## config.mk

```make
export PLATFORM = sky130hd
export DESIGN_NAME = uart_tx_arbiter
export DESIGN_NICKNAME = d
export VERILOG_FILES = /design/src/rtl/uart_tx_arbiter.sv
export SDC_FILE = /design/constraint.sdc
export NUM_CORES = 1
export LEC_CHECK = 0
export ABC_AREA = 1
export BUFFER_PORTS_ARGS = -buffer_cell sky130_fd_sc_hd__buf_2
export CAP_MARGIN = 20
export CORE_MARGIN = 1.5
export CORE_UTILIZATION = 45
export DETAILED_ROUTE_END_ITERATION = 7
export PLACE_DENSITY_LB_ADDON = 0.3
export SYNTH_ARGS = -nofsm -noshare
export SYNTH_HDL_FRONTEND = slang
export SYNTH_SLANG_ARGS = --single-unit
```

## constraint.sdc

```tcl
create_clock -name clk -period 3.9 [get_ports clk]
set_clock_uncertainty 0.05 [all_clocks]
set_input_delay 0.39 -clock clk [delete_from_list [all_inputs] [get_ports clk]]
set_output_delay 0.39 -clock clk [all_outputs]
set_load 0.005 [all_outputs]
```

## src/rtl/uart_tx_arbiter.sv

```systemverilog
// Grants the shared UART transmitter to one byte-stream requester per message and paces bytes on tx_done.
// Build option: define TXARB_FIXED_PRIO_EN for fixed-priority arbitration (lowest index wins); default is round-robin.
module uart_tx_arbiter #(
  parameter int NREQ     = 3,
  parameter int IDLE_TMO = 1024,
  parameter int TMO_W    = 11
) (
  input  logic              clk,
  input  logic              rst,
  input  logic [NREQ-1:0]   i_req,
  input  logic [NREQ-1:0]   i_last,
  input  logic [8*NREQ-1:0] i_byte,
  output logic [NREQ-1:0]   o_ack,
  output logic [NREQ-1:0]   o_grant,
  output logic [7:0]        o_byte,
  output logic              o_byte_v,
  input  logic              i_tx_active,
  input  logic              i_tx_done,
  output logic              o_busy,
  output logic              o_tmo
);

  localparam int PTR_W = (NREQ > 1) ? $clog2(NREQ) : 1;
  localparam logic [TMO_W-1:0] TMO_LAST = TMO_W'(IDLE_TMO - 1);
  localparam logic [PTR_W-1:0] PTR_MAX  = PTR_W'(NREQ - 1);

  typedef enum logic [1:0] {IDLE, SEND, WAIT, HOLD} state_t;

  state_t            state_q, state_d;
  logic [NREQ-1:0]   grant_q, grant_d;
  logic [PTR_W-1:0]  owner_q, owner_d;
  logic [PTR_W-1:0]  ptr_q, ptr_d;
  logic              last_q, last_d;
  logic [TMO_W-1:0]  cnt_q, cnt_d;
  logic [7:0]        byte_q, byte_d;
  logic              byte_v_q, byte_v_d;
  logic [NREQ-1:0]   ack_q, ack_d;
  logic              tmo_q, tmo_d;
  logic              busy_q;

  logic [7:0]        req_byte [NREQ];
  logic [PTR_W-1:0]  win_idx;
  logic [PTR_W-1:0]  next_ptr;

  for (genvar g = 0; g < NREQ; g++) begin : g_bytes
    assign req_byte[g] = i_byte[8*g +: 8];
  end

  // First requester with a pending byte at or after base, wrapping modulo NREQ.
  function automatic logic [PTR_W-1:0] pick(input logic [NREQ-1:0] req,
                                            input logic [PTR_W-1:0] base);
    logic [PTR_W-1:0] idx;
    int               k;
    idx = '0;
    for (int i = NREQ - 1; i >= 0; i--) begin
      k = int'(base) + i;
      if (k >= NREQ) k = k - NREQ;
      if (req[k]) idx = PTR_W'(k);
    end
    return idx;
  endfunction

  assign win_idx = pick(i_req, ptr_q);

`ifdef TXARB_FIXED_PRIO_EN
  // Pointer stays at zero, so the scan always starts at the echo path.
  assign next_ptr = '0;
`else
  assign next_ptr = (owner_q == PTR_MAX) ? '0 : owner_q + PTR_W'(1);
`endif

  // NOTE: every *_d signal gets a default before the case so no latch is inferred.
  always_comb begin
    state_d  = state_q;
    grant_d  = grant_q;
    owner_d  = owner_q;
    ptr_d    = ptr_q;
    last_d   = last_q;
    cnt_d    = '0;
    byte_d   = byte_q;
    byte_v_d = 1'b0;
    ack_d    = '0;
    tmo_d    = tmo_q;
    case (state_q)
      IDLE: begin
        if (|i_req) begin
          owner_d = win_idx;
          grant_d = NREQ'(1) << win_idx;
          state_d = SEND;
        end
      end
      SEND: begin
        if (!i_tx_active) begin
          byte_d         = req_byte[owner_q];
          byte_v_d       = 1'b1;
          ack_d[owner_q] = 1'b1;
          last_d         = i_last[owner_q];
          state_d        = WAIT;
        end
      end
      WAIT: begin
        if (i_tx_done) begin
          if (last_q) begin
            grant_d = '0;
            ptr_d   = next_ptr;
            state_d = IDLE;
          end else if (i_req[owner_q]) begin
            state_d = SEND;
          end else begin
            state_d = HOLD;
          end
        end
      end
      HOLD: begin
        // Owner keeps the lock while quiet, but only for IDLE_TMO cycles.
        if (i_req[owner_q]) begin
          state_d = SEND;
        end else if (cnt_q == TMO_LAST) begin
          grant_d = '0;
          ptr_d   = next_ptr;
          tmo_d   = 1'b1;
          state_d = IDLE;
        end else begin
          cnt_d = cnt_q + TMO_W'(1);
        end
      end
      default: state_d = IDLE;
    endcase
  end

  // NOTE: sequential state is updated only with non-blocking assignments.
  always_ff @(posedge clk) begin
    if (rst) begin
      state_q  <= IDLE;
      grant_q  <= '0;
      owner_q  <= '0;
      ptr_q    <= '0;
      last_q   <= 1'b0;
      cnt_q    <= '0;
      byte_q   <= '0;
      byte_v_q <= 1'b0;
      ack_q    <= '0;
      tmo_q    <= 1'b0;
      busy_q   <= 1'b0;
    end else begin
      state_q  <= state_d;
      grant_q  <= grant_d;
      owner_q  <= owner_d;
      ptr_q    <= ptr_d;
      last_q   <= last_d;
      cnt_q    <= cnt_d;
      byte_q   <= byte_d;
      byte_v_q <= byte_v_d;
      ack_q    <= ack_d;
      tmo_q    <= tmo_d;
      busy_q   <= |grant_d;
    end
  end

  assign o_grant  = grant_q;
  assign o_ack    = ack_q;
  assign o_byte   = byte_q;
  assign o_byte_v = byte_v_q;
  assign o_busy   = busy_q;
  assign o_tmo    = tmo_q;

endmodule

```

==> results of run 1 <==
synthesized netlist by cell type (2+ instances only):
| master | number |
|---|---|
| clkinv_1 | 2 |
| a31oi_1 | 9 |
| nor2_2 | 5 |
| nand3_1 | 9 |
| xor2_1 | 4 |
| inv_2 | 5 |
| nor3_2 | 2 |
| dfxtp_1 | 35 |
| nor2_4 | 2 |
| buf_2 | 2 |
| nor3_1 | 5 |
| nor2_1 | 26 |
| nand3_2 | 2 |
| a21oi_1 | 16 |
| inv_1 | 24 |
| o21ai_0 | 14 |
| nand2_1 | 67 |
| nand2_2 | 4 |
| o21ai_1 | 2 |
| ha_1 | 4 |
layout by cell type, fill, tap and decap left out, types with 2 or more instances in the layout:
cell,netlist,layout
a31oi_1,9,9
o21ai_0,14,14
nand2_2,4,4
nor2_2,5,5
nor2_1,26,26
nor2_4,2,2
clkbuf_8,0,7
nor3_2,2,2
a21oi_1,16,16
nand3_1,9,9
inv_2,5,5
ha_1,4,4
nor3_1,5,5
xor2_1,4,4
inv_1,24,24
buf_2,2,50
nand2_1,67,67
dfxtp_1,35,35
o21ai_1,2,2
nand3_2,2,2
clkinv_1,2,2
worst max-delay path, delay by kind of cell (launching register included):
family / cells / cell delay (ns)
buffers and inverters: 1 / 0.08
DFF: 1 / 0.45
AOI/OAI and AO/OA: 1 / 0.34
and+or+nand+nor: 4 / 0.76
logic make-up (layout without fill, tap and decap cells):
logic type / Yosys count / in the layout / share of synthesized area
AO/OA/AOI/OAI: 42 / 42 / 0.1264
XOR/XNOR: 5 / 5 / 0.02458
adder cells (fa/ha/maj): 4 / 4 / 0.02809
buffers and inverters: 36 / 90 / 0.08077
flip-flops: 35 / 35 / 0.3933
AND/OR/NAND/NOR: 130 / 130 / 0.3469
flip-flops by register name, indices dropped and copies added (netlist names):
| signal | count |
|---|---|
| last_q | 1 |
| o_ack | 3 |
| state_q | 2 |
| cnt_q | 11 |
| o_tmo | 1 |
| o_busy | 1 |
| o_byte_v | 1 |
| owner_q | 2 |
| o_grant | 3 |
| o_byte | 8 |
| ptr_q | 2 |
stage by stage:
stage	total power, mW	worst slack, ns
after CTS	1.321	2.112
after detailed placement	1.029	2.123
after global placement	1.019	2.175
final	1.311	2.117
after global routing	1.424	1.903
after floorplan	0.8888	2.449
power by group:
part           total (mW)  internal, mW  leakage, nW  switching [mW]
Combinational       0.546         0.200        0.715           0.346
Clock               0.287         0.161       0.0515           0.126
Sequential          0.477         0.427        0.285          0.0504
Total                1.31         0.788         1.05           0.523
area by class of cell:
type	count	area, um2
Clock buffer	8	100.1
Fill cell	367	1573
Inverter	32	122.6
Multi-Input combinational cell	181	937.1
Sequential cell	35	700.7
Tap cell	48	60.06
Timing Repair Buffer	50	250.2
worst max-delay path by stage:
stage	endpoint	slack, ns	cells past startpoint
6_report	cnt_q[10]	2.12	6
5_1_grt	cnt_q[10]	1.90	6
4_1_cts	cnt_q[10]	2.11	6
3_5_place_dp	cnt_q[9]	2.12	4
3_3_place_gp	cnt_q[10]	2.18	6
2_1_floorplan	o_busy	2.45	13
metal layers:
layer,global-route usage,share of wire,vias to the layer above
li1,-,-,914
met1,0.2497,0.48,754
met2,0.3207,0.46,46
met3,0.06474,0.055,6
met4,0.07031,0.014,0
met5,0,0,-
==> reports/metrics.cfg, run 1 <==
[routing]
drt_iter0_drc = 63
viasPerCell = 4.859
drtAntennaViolNets = 0
drc_errors = 0
first_pass_iters = 4
wl_per_cell_um = 11.05
routed_wl_um = 3911
via_count = 1720

[cells_and_area]
finish.instance_area_um2 = 2171
finalNonFillerCells = 354
diodes = 0
nets = 343
area_growth_pct = 21.84
final_util = 0.5799
layout-drive-gt1-share = 0.2712

[cts]
cts-root-buf = clkbuf_8
cts_buffer_depth = 2
cts_resized = 0
post_cts_buffers = 0
hold_buffers = 0
cts_sinks = 35
cts_made_buffers = 5
cts_tree = yes
insertion_delay_ns = 0.29
cts.clk_slew.worst_paths_ns = 0.07
h-tree-depth = 2

[grt]
grt_pass1_wl_um = 6644
antenna_found_initial = 0
grt_pass1_vias = 1564
grt_util_all_layers = 0.1996
grt_max_degree = 20
grt-ovfl-total = 0

[sta]
tns_ns = 0
fmax_mhz = 560.8
final_hold_viol_count = 0
period_share = 0.4573
slew_viol_final = 0
rsz0062_at_grt = no
hold_ws_ns = 0.2795
min_period_ns = 1.783
worstMarginPinSlew_ns = 0.4988
setup_viol = 0
maxSlewHeadroom = 0.6665

[worst_setup_path]
arrival_ns = 1.92
r2r-end = cnt_q[10]
setup.worst_path.start_class = flip-flop
r2r_cells = 6
crit_fanout = 11
crit_type = reg -> reg
crit_path_top_delay_cell = dfxtp_1
reg2reg_from = owner_q[1]
cp-startpoint = owner_q[1]
crit_chain = nor2_2, nand2_1, nand3_2, inv_1, nand4_1, a311oi_1
max_stage_delay_ns = 0.45
reg2reg_slack_ns = 2.12
worstPathRequired_ns = 4.04
cp-end-kind = flip-flop

[floorplan]
boundaryPins = 51
initial_core_util = 0.4759
die_w_um = 65.93
die_y_um = 65.93
die_area_um2 = 4346
core_um2 = 3744
rows = 22

[outcome]
status = complete, no violations

[synth]
yosysWarnings = 0
avgSynthCellArea_um2 = 7.070
synth_top_area_frac = 0.3933
syn-cell-area_um2 = 1782
ys_seq_elements = 35
ys.flop_type = dfxtp_1
ys_seq_area_frac = 0.3933
async_flop_share = 0
yosysTopAreaCell = dfxtp_1
synth_edf_count = 0
ys_top_cells_by_area = dfxtp_1, nand2_1, nor2_1
synth.net_count = 290
ys_types = 33
synthCells = 252

[placement]
place_hpwl_um = 2893
place.gp.congestion = 0.7572
placed_cells = 346
io_buffers = 50
placed_area_um2 = 2071

[worst_hold_path]
hold_depth = 2
hp-class = in -> reg
hold_start = rst
holdPathEnd = o_byte_v

[pwr]
power.density_nw_per_um2 = 604.0
leakagePower_nw = 1.051
peakVddDrop_mv = 0.2902

[run]
maxCapViolCount = 0

Note: power is estimated with default switching activity, not from simulation.
==> run 2, diff against run 1 <==
- clock period: 3.9 -> 1.6 ns (I/O delays scaled with it)
==> run 2 against run 1 <==
Wire length fell by 0.61%. Final area increased by 2.6%. Sequential power is 150% higher. Via count increased by 1.2%. Non-clock buffer count rose by 4. Clock power is 110% higher. Final cell count up 1.1%. First-iteration DRC count down 7.9%. Global-route usage decreased by 0.85 points. Worst setup slack worse by 2.1 ns. Die area is the same. Highest routed layer unchanged. Fmax grew 13%. Critical path type unchanged.
==> reports/metrics.cfg, run 2 (synthesized netlist as in run 1, its figures left out) <==
[outcome]
status = complete, no violations

[pwr]
pwr-share-seq = 0.364
combPwrFrac = 0.451
peakVddDrop_mv = 0.7239
power.density_nw_per_um2 = 1468
p_sw_frac = 0.4090
cell_internal_pwr_mw = 1.932
p_sw_mw = 1.337
clockPowerShare = 0.185
total_power_mw = 3.270
leakagePower_nw = 1.064

[cts]
cts_tree = yes
cts.clk_slew.worst_paths_ns = 0.07
cts-root-buf = clkbuf_8
cts_buffer_depth = 2
h-tree-depth = 2
cts_made_buffers = 5
hold_buffers = 0
cts_sinks = 35
insertion_delay_ns = 0.28

[routing]
via_count = 1741
drtAntennaViolNets = 0
wl_per_cell_um = 10.86
first_pass_iters = 4
viasPerCell = 4.863
drt_iter0_drc = 58
routed_wl_um = 3887
drc_errors = 0

[sta]
tns_ns = 0
hold_ws_ns = 0.03972
finalWorstSetupSlack_ns = 0.02337
rsz0062_at_grt = yes
slew_viol_final = 0
period_share = 0.9854
min_period_ns = 1.577
final_hold_viol_count = 0
worstMarginPinSlew_ns = 0.4914
setup_viol = 0
fmax_mhz = 634.3
maxSlewHeadroom = 0.6699

[worst_setup_path]
crit_type = reg -> reg
worstPathRequired_ns = 1.78
arrival_ns = 1.75
crit_path_top_delay_cell = dfxtp_2
setup.worst_path.start_class = flip-flop
crit_chain = buf_4, ha_4, inv_4, nand3_1, nand2_1, nor2_2, a21oi_1, nand3_1, nand2_1, nand2_1, nand3_1
max_stage_delay_ns = 0.33
cp-end-kind = flip-flop
crit_fanout = 6

[cells_and_area]
diodes = 0
largest-register = cnt_q
finalNonFillerCells = 358
final_util = 0.5949
layout_commonest_cell = nand2_1
final_cell_mix = nand2_1, buf_2, dfxtp_1
nets = 347
largest_register_ff_count = 11
layout-drive-gt1-share = 0.3161
finish.instance_area_um2 = 2227
area_growth_pct = 25.00
fillerInstances = 368

[placement]
placed_area_um2 = 2093
place_hpwl_um = 2842
placed_cells = 349
io_buffers = 50
place.gp.congestion = 0.7904
place_ws_ns = -0.02610

[floorplan]
rows = 22
boundaryPins = 51
core_um2 = 3744
die_y_um = 65.93
die_w_um = 65.93
initial_core_util = 0.4759
die_area_um2 = 4346

[grt]
antenna_found_initial = 0
grt_util_all_layers = 0.1912
busiest_layer = met2
grt_max_degree = 13
met2_usage = 0.3131
grt-ovfl-total = 0
use_met3 = 0.05451
grt_use_met1 = 0.2405
grt_pass1_vias = 1575
grt_pass1_wl_um = 6465

[worst_hold_path]
hp-class = in -> reg

[run]
maxCapViolCount = 0

[run 2: routing by layer]
layer,routed length (um),vias up
li1,-,921
met1,1886,766
met2,1746,49
met3,200,5
met4,53,0
met5,0,-
[run 2: critical path, delay by kind of cell (launching register included)]
family	cells	cell delay (ns)
adder cells (fa/ha/maj)	1	0.18
flip-flops	1	0.33
AND/OR/NAND/NOR	7	0.60
buffers and inverters	2	0.20
AO/OA/AOI/OAI	1	0.16
[run 2: final cells by class]
class,instances,area [um2],share of cell area
multi-input combinational,181,969.7,0.4354
sequential,35,708.2,0.3180
timing repair buffer,54,280.3,0.1258
inverter,32,127.6,0.05730
clock buffer,7,76.32,0.03427
tap,48,60.06,0.02697
clock inverter,1,5.005,0.002247
[run 2: power by group through the flow]
stage / Clock, mW / Sequential (mW) / Combinational [mW]
floorplan: 0 / 1.16 / 1.01
global placement: 0 / 1.18 / 1.34
detailed placement: 0 / 1.18 / 1.36
CTS: 0.632 / 1.17 / 1.39
global route: 0.660 / 1.21 / 1.67
finish: 0.605 / 1.19 / 1.47
[run 2: path summary, 6_finish.rpt]
path         endpoint  cells past startpoint  slack, ns      from
max reg2reg    o_busy                     11       0.02  ptr_q[0]
min reg2reg  cnt_q[0]                      1       0.39  cnt_q[0]
min          o_byte_v                      2       0.04       rst
max            o_busy                     11       0.02  ptr_q[0]
[run 2: what timing repair did]
item                       in CTS  in global routing
gates resized for setup         3                 14
pin swaps                       0                  4
setup endpoints to repair       2                  8
buffers inserted                0                  1
==> run 3, diff against run 2 <==
- ABC_AREA: 1 -> not set
- clock period: 1.6 -> 1.5 ns (I/O delays scaled with it)
==> run 3 against run 2 <==
The flow now finishes with violations (negative setup slack). Combinational power down 71%. Sequential share of layout area down 4.4 points. Final area up 18%. Die area up 0.59%. Total power down 29%. Largest power group is now registers.
==> reports/metrics.cfg, run 3 <==
[floorplan]
initial_core_util = 0.4789
core_um2 = 3744
die_y_um = 66.12
die_area_um2 = 4372
die_w_um = 66.12
boundaryPins = 51
rows = 22

[cells_and_area]
layout_commonest_cell = buf_2
layout-drive-gt1-share = 0.4634
final_cell_mix = buf_2, buf_4, nor2_1
nets = 324
largest-register = cnt_q
largest_register_ff_count = 11
diodes = 0
finish.instance_area_um2 = 2618
area_growth_pct = 45.99

[worst_setup_path]
setup.worst_path.start_class = flip-flop
worstSetupEndpoint = o_grant[1]
cp-startpoint = ptr_q[1]
cp-end-kind = flip-flop
r2r_cells = 7
worstPathRequired_ns = 1.65
reg2reg_slack_ns = -0.16
arrival_ns = 1.81
crit_fanout = 4
crit_type = reg -> reg
reg2reg_from = ptr_q[1]
r2r-end = o_grant[1]

[sta]
rsz0062_at_grt = yes
finalWorstSetupSlack_ns = -0.1561
slew_viol_final = 0
maxSlewHeadroom = 0.7124
period_share = 1.104
final_hold_viol_count = 0
worstMarginPinSlew_ns = 0.4281
setup_viol = 5
fmax_mhz = 603.8
min_period_ns = 1.656

[synth]
synth_edf_count = 0
async_flop_share = 0
synth.net_count = 243
synth_common_cells = dfxtp_1, nor2_1, nor3_1, mux2i_1, a211oi_1
ys_seq_elements = 35
synth_top_area_frac = 0.3908
ys_seq_area_frac = 0.3908
ys_top_cells_by_area = dfxtp_1, mux2i_1, nor2_1
ys_types = 48
ys.flop_type = dfxtp_1
yosysTopAreaCell = dfxtp_1
synthMostInstantiatedCell = dfxtp_1
avgSynthCellArea_um2 = 8.746
synthCells = 205
syn-cell-area_um2 = 1793
yosysWarnings = 0

[pwr]
peakVddDrop_mv = 0.6824
power.density_nw_per_um2 = 890.9
total_power_mw = 2.332
leakagePower_nw = 1.082

[grt]
antenna_found_initial = 0
grt_pass1_vias = 1652
grt_pass1_wl_um = 7452
grt-ovfl-total = 0
grt_max_degree = 14
grt_util_all_layers = 0.2242

[worst_hold_path]
hp-class = in -> reg

[cts]
h-tree-depth = 2
cts.clk_slew.worst_paths_ns = 0.08
cts_made_buffers = 5
hold_buffers = 0
cts_tree = yes
insertion_delay_ns = 0.29
cts_sinks = 35
cts_buffer_depth = 2
cts-root-buf = clkbuf_8

[routing]
wl_per_cell_um = 14.48
drt_iter0_drc = 73
viasPerCell = 5.531
drtAntennaViolNets = 0
routed_wl_um = 4852
first_pass_iters = 4
via_count = 1853
drc_errors = 0

[outcome]
status = complete, but fails checks
failed_checks = negative setup slack

[placement]
place.gp.congestion = 0.7668
io_buffers = 50
place_hpwl_um = 3234
placed_area_um2 = 2307
place_ws_ns = -0.1179

[run]
maxCapViolCount = 0

run 3: cell types whose count changed in the layout (fill, tap and decap cells not counted), moves of 9 or more:
| cell | delta |
|---|---|
| buf_4 | +31 |
| mux2i_1 | +13 |
| a211oi_1 | +11 |
| o21ai_0 | -11 |
| a31oi_1 | -9 |
| a21oi_1 | -16 |
| nand2_1 | -55 |
| inv_1 | -16 |
| nor3_1 | +11 |
run 3: power by group:
| group | internal [mW] | leakage, nW | total [mW] | switching, mW |
|---|---|---|---|---|
| logic | 0.206 | 0.730 | 0.425 | 0.219 |
| clock network | 0.538 | 0.0612 | 0.893 | 0.355 |
| registers | 0.977 | 0.291 | 1.01 | 0.0369 |
| total | 1.72 | 1.08 | 2.33 | 0.611 |
run 3: worst min-delay path by stage:
stage / start / to / slack (ns) / cells after the start
2_1_floorplan: i_byte[8] / o_byte[0] / 0.29 / 2
3_3_place_gp: i_byte[9] / o_byte[1] / 0.39 / 3
3_5_place_dp: i_byte[10] / o_byte[2] / 0.39 / 3
4_1_cts: i_byte[10] / o_byte[2] / 0.09 / 3
5_1_grt: i_byte[10] / o_byte[2] / 0.10 / 3
6_report: i_byte[8] / o_byte[0] / 0.09 / 3
run 3: through the flow:
| stage | cells | hold slack (ns) | TNS (ns) | utilization |
|---|---|---|---|---|
| final | 335 | 0.08921 | -0.5440 | 0.6992 |
| after CTS | 334 | 0.08848 | -0.2741 | 0.6731 |
| after global placement | 323 | 0.3887 | -0.2415 | 0.6163 |
| after detailed placement | 323 | 0.3915 | -0.6628 | 0.6163 |
| after global routing | 335 | 0.1033 | -1.181 | 0.6992 |
| after floorplan | 205 | 0.2911 | -0.09155 | - |
run 3: timing repair:
item | CTS | global route
pin swaps | 8 | 7
gates resized for setup | 20 | 21
endpoints found under the setup margin | 17 | 23
buffers inserted | 3 | 1
hold endpoints to repair | 0 | 0
run 3: cell type report:
cell class                      instances  area [um2]
Sequential cell                        35       716.9
Fill cell                             294        1126
Clock buffer                            6       82.58
Inverter                                8       30.03
Timing Repair Buffer                   86       524.3
Multi-Input combinational cell        150        1169
Tap cell                               48       60.06
Clock inverter                          2       35.03
run 3: critical path: stages, from the launching register on:
cell      delay, ns
dfxtp_2        0.34
buf_4          0.13
ha_4           0.22
nor2b_4        0.12
o21ai_1        0.16
o211ai_1       0.11
buf_4          0.19
o32ai_1        0.24
run 3: cells by family (layout without fill, tap and decap cells):
logic type,count (synthesis),in the layout,share of synthesized area
AOI/OAI and AO/OA,37,37,0.1598
xor gates and xnor gates,8,8,0.03908
adders and majority gates,4,4,0.02791
buffers and inverters,20,102,0.04815
DFF,35,35,0.3908
muxes,16,16,0.09002
and+or+nand+nor,85,85,0.2442
run 3: layer usage:
metal  wire length (um)  vias to the layer above  track usage
met2               2329                       74       0.3788
met4                 56                        0      0.06378
met3                325                        6      0.06133
met5                  0                        -            0
li1                   -                      904            -
met1               2140                      869       0.2780
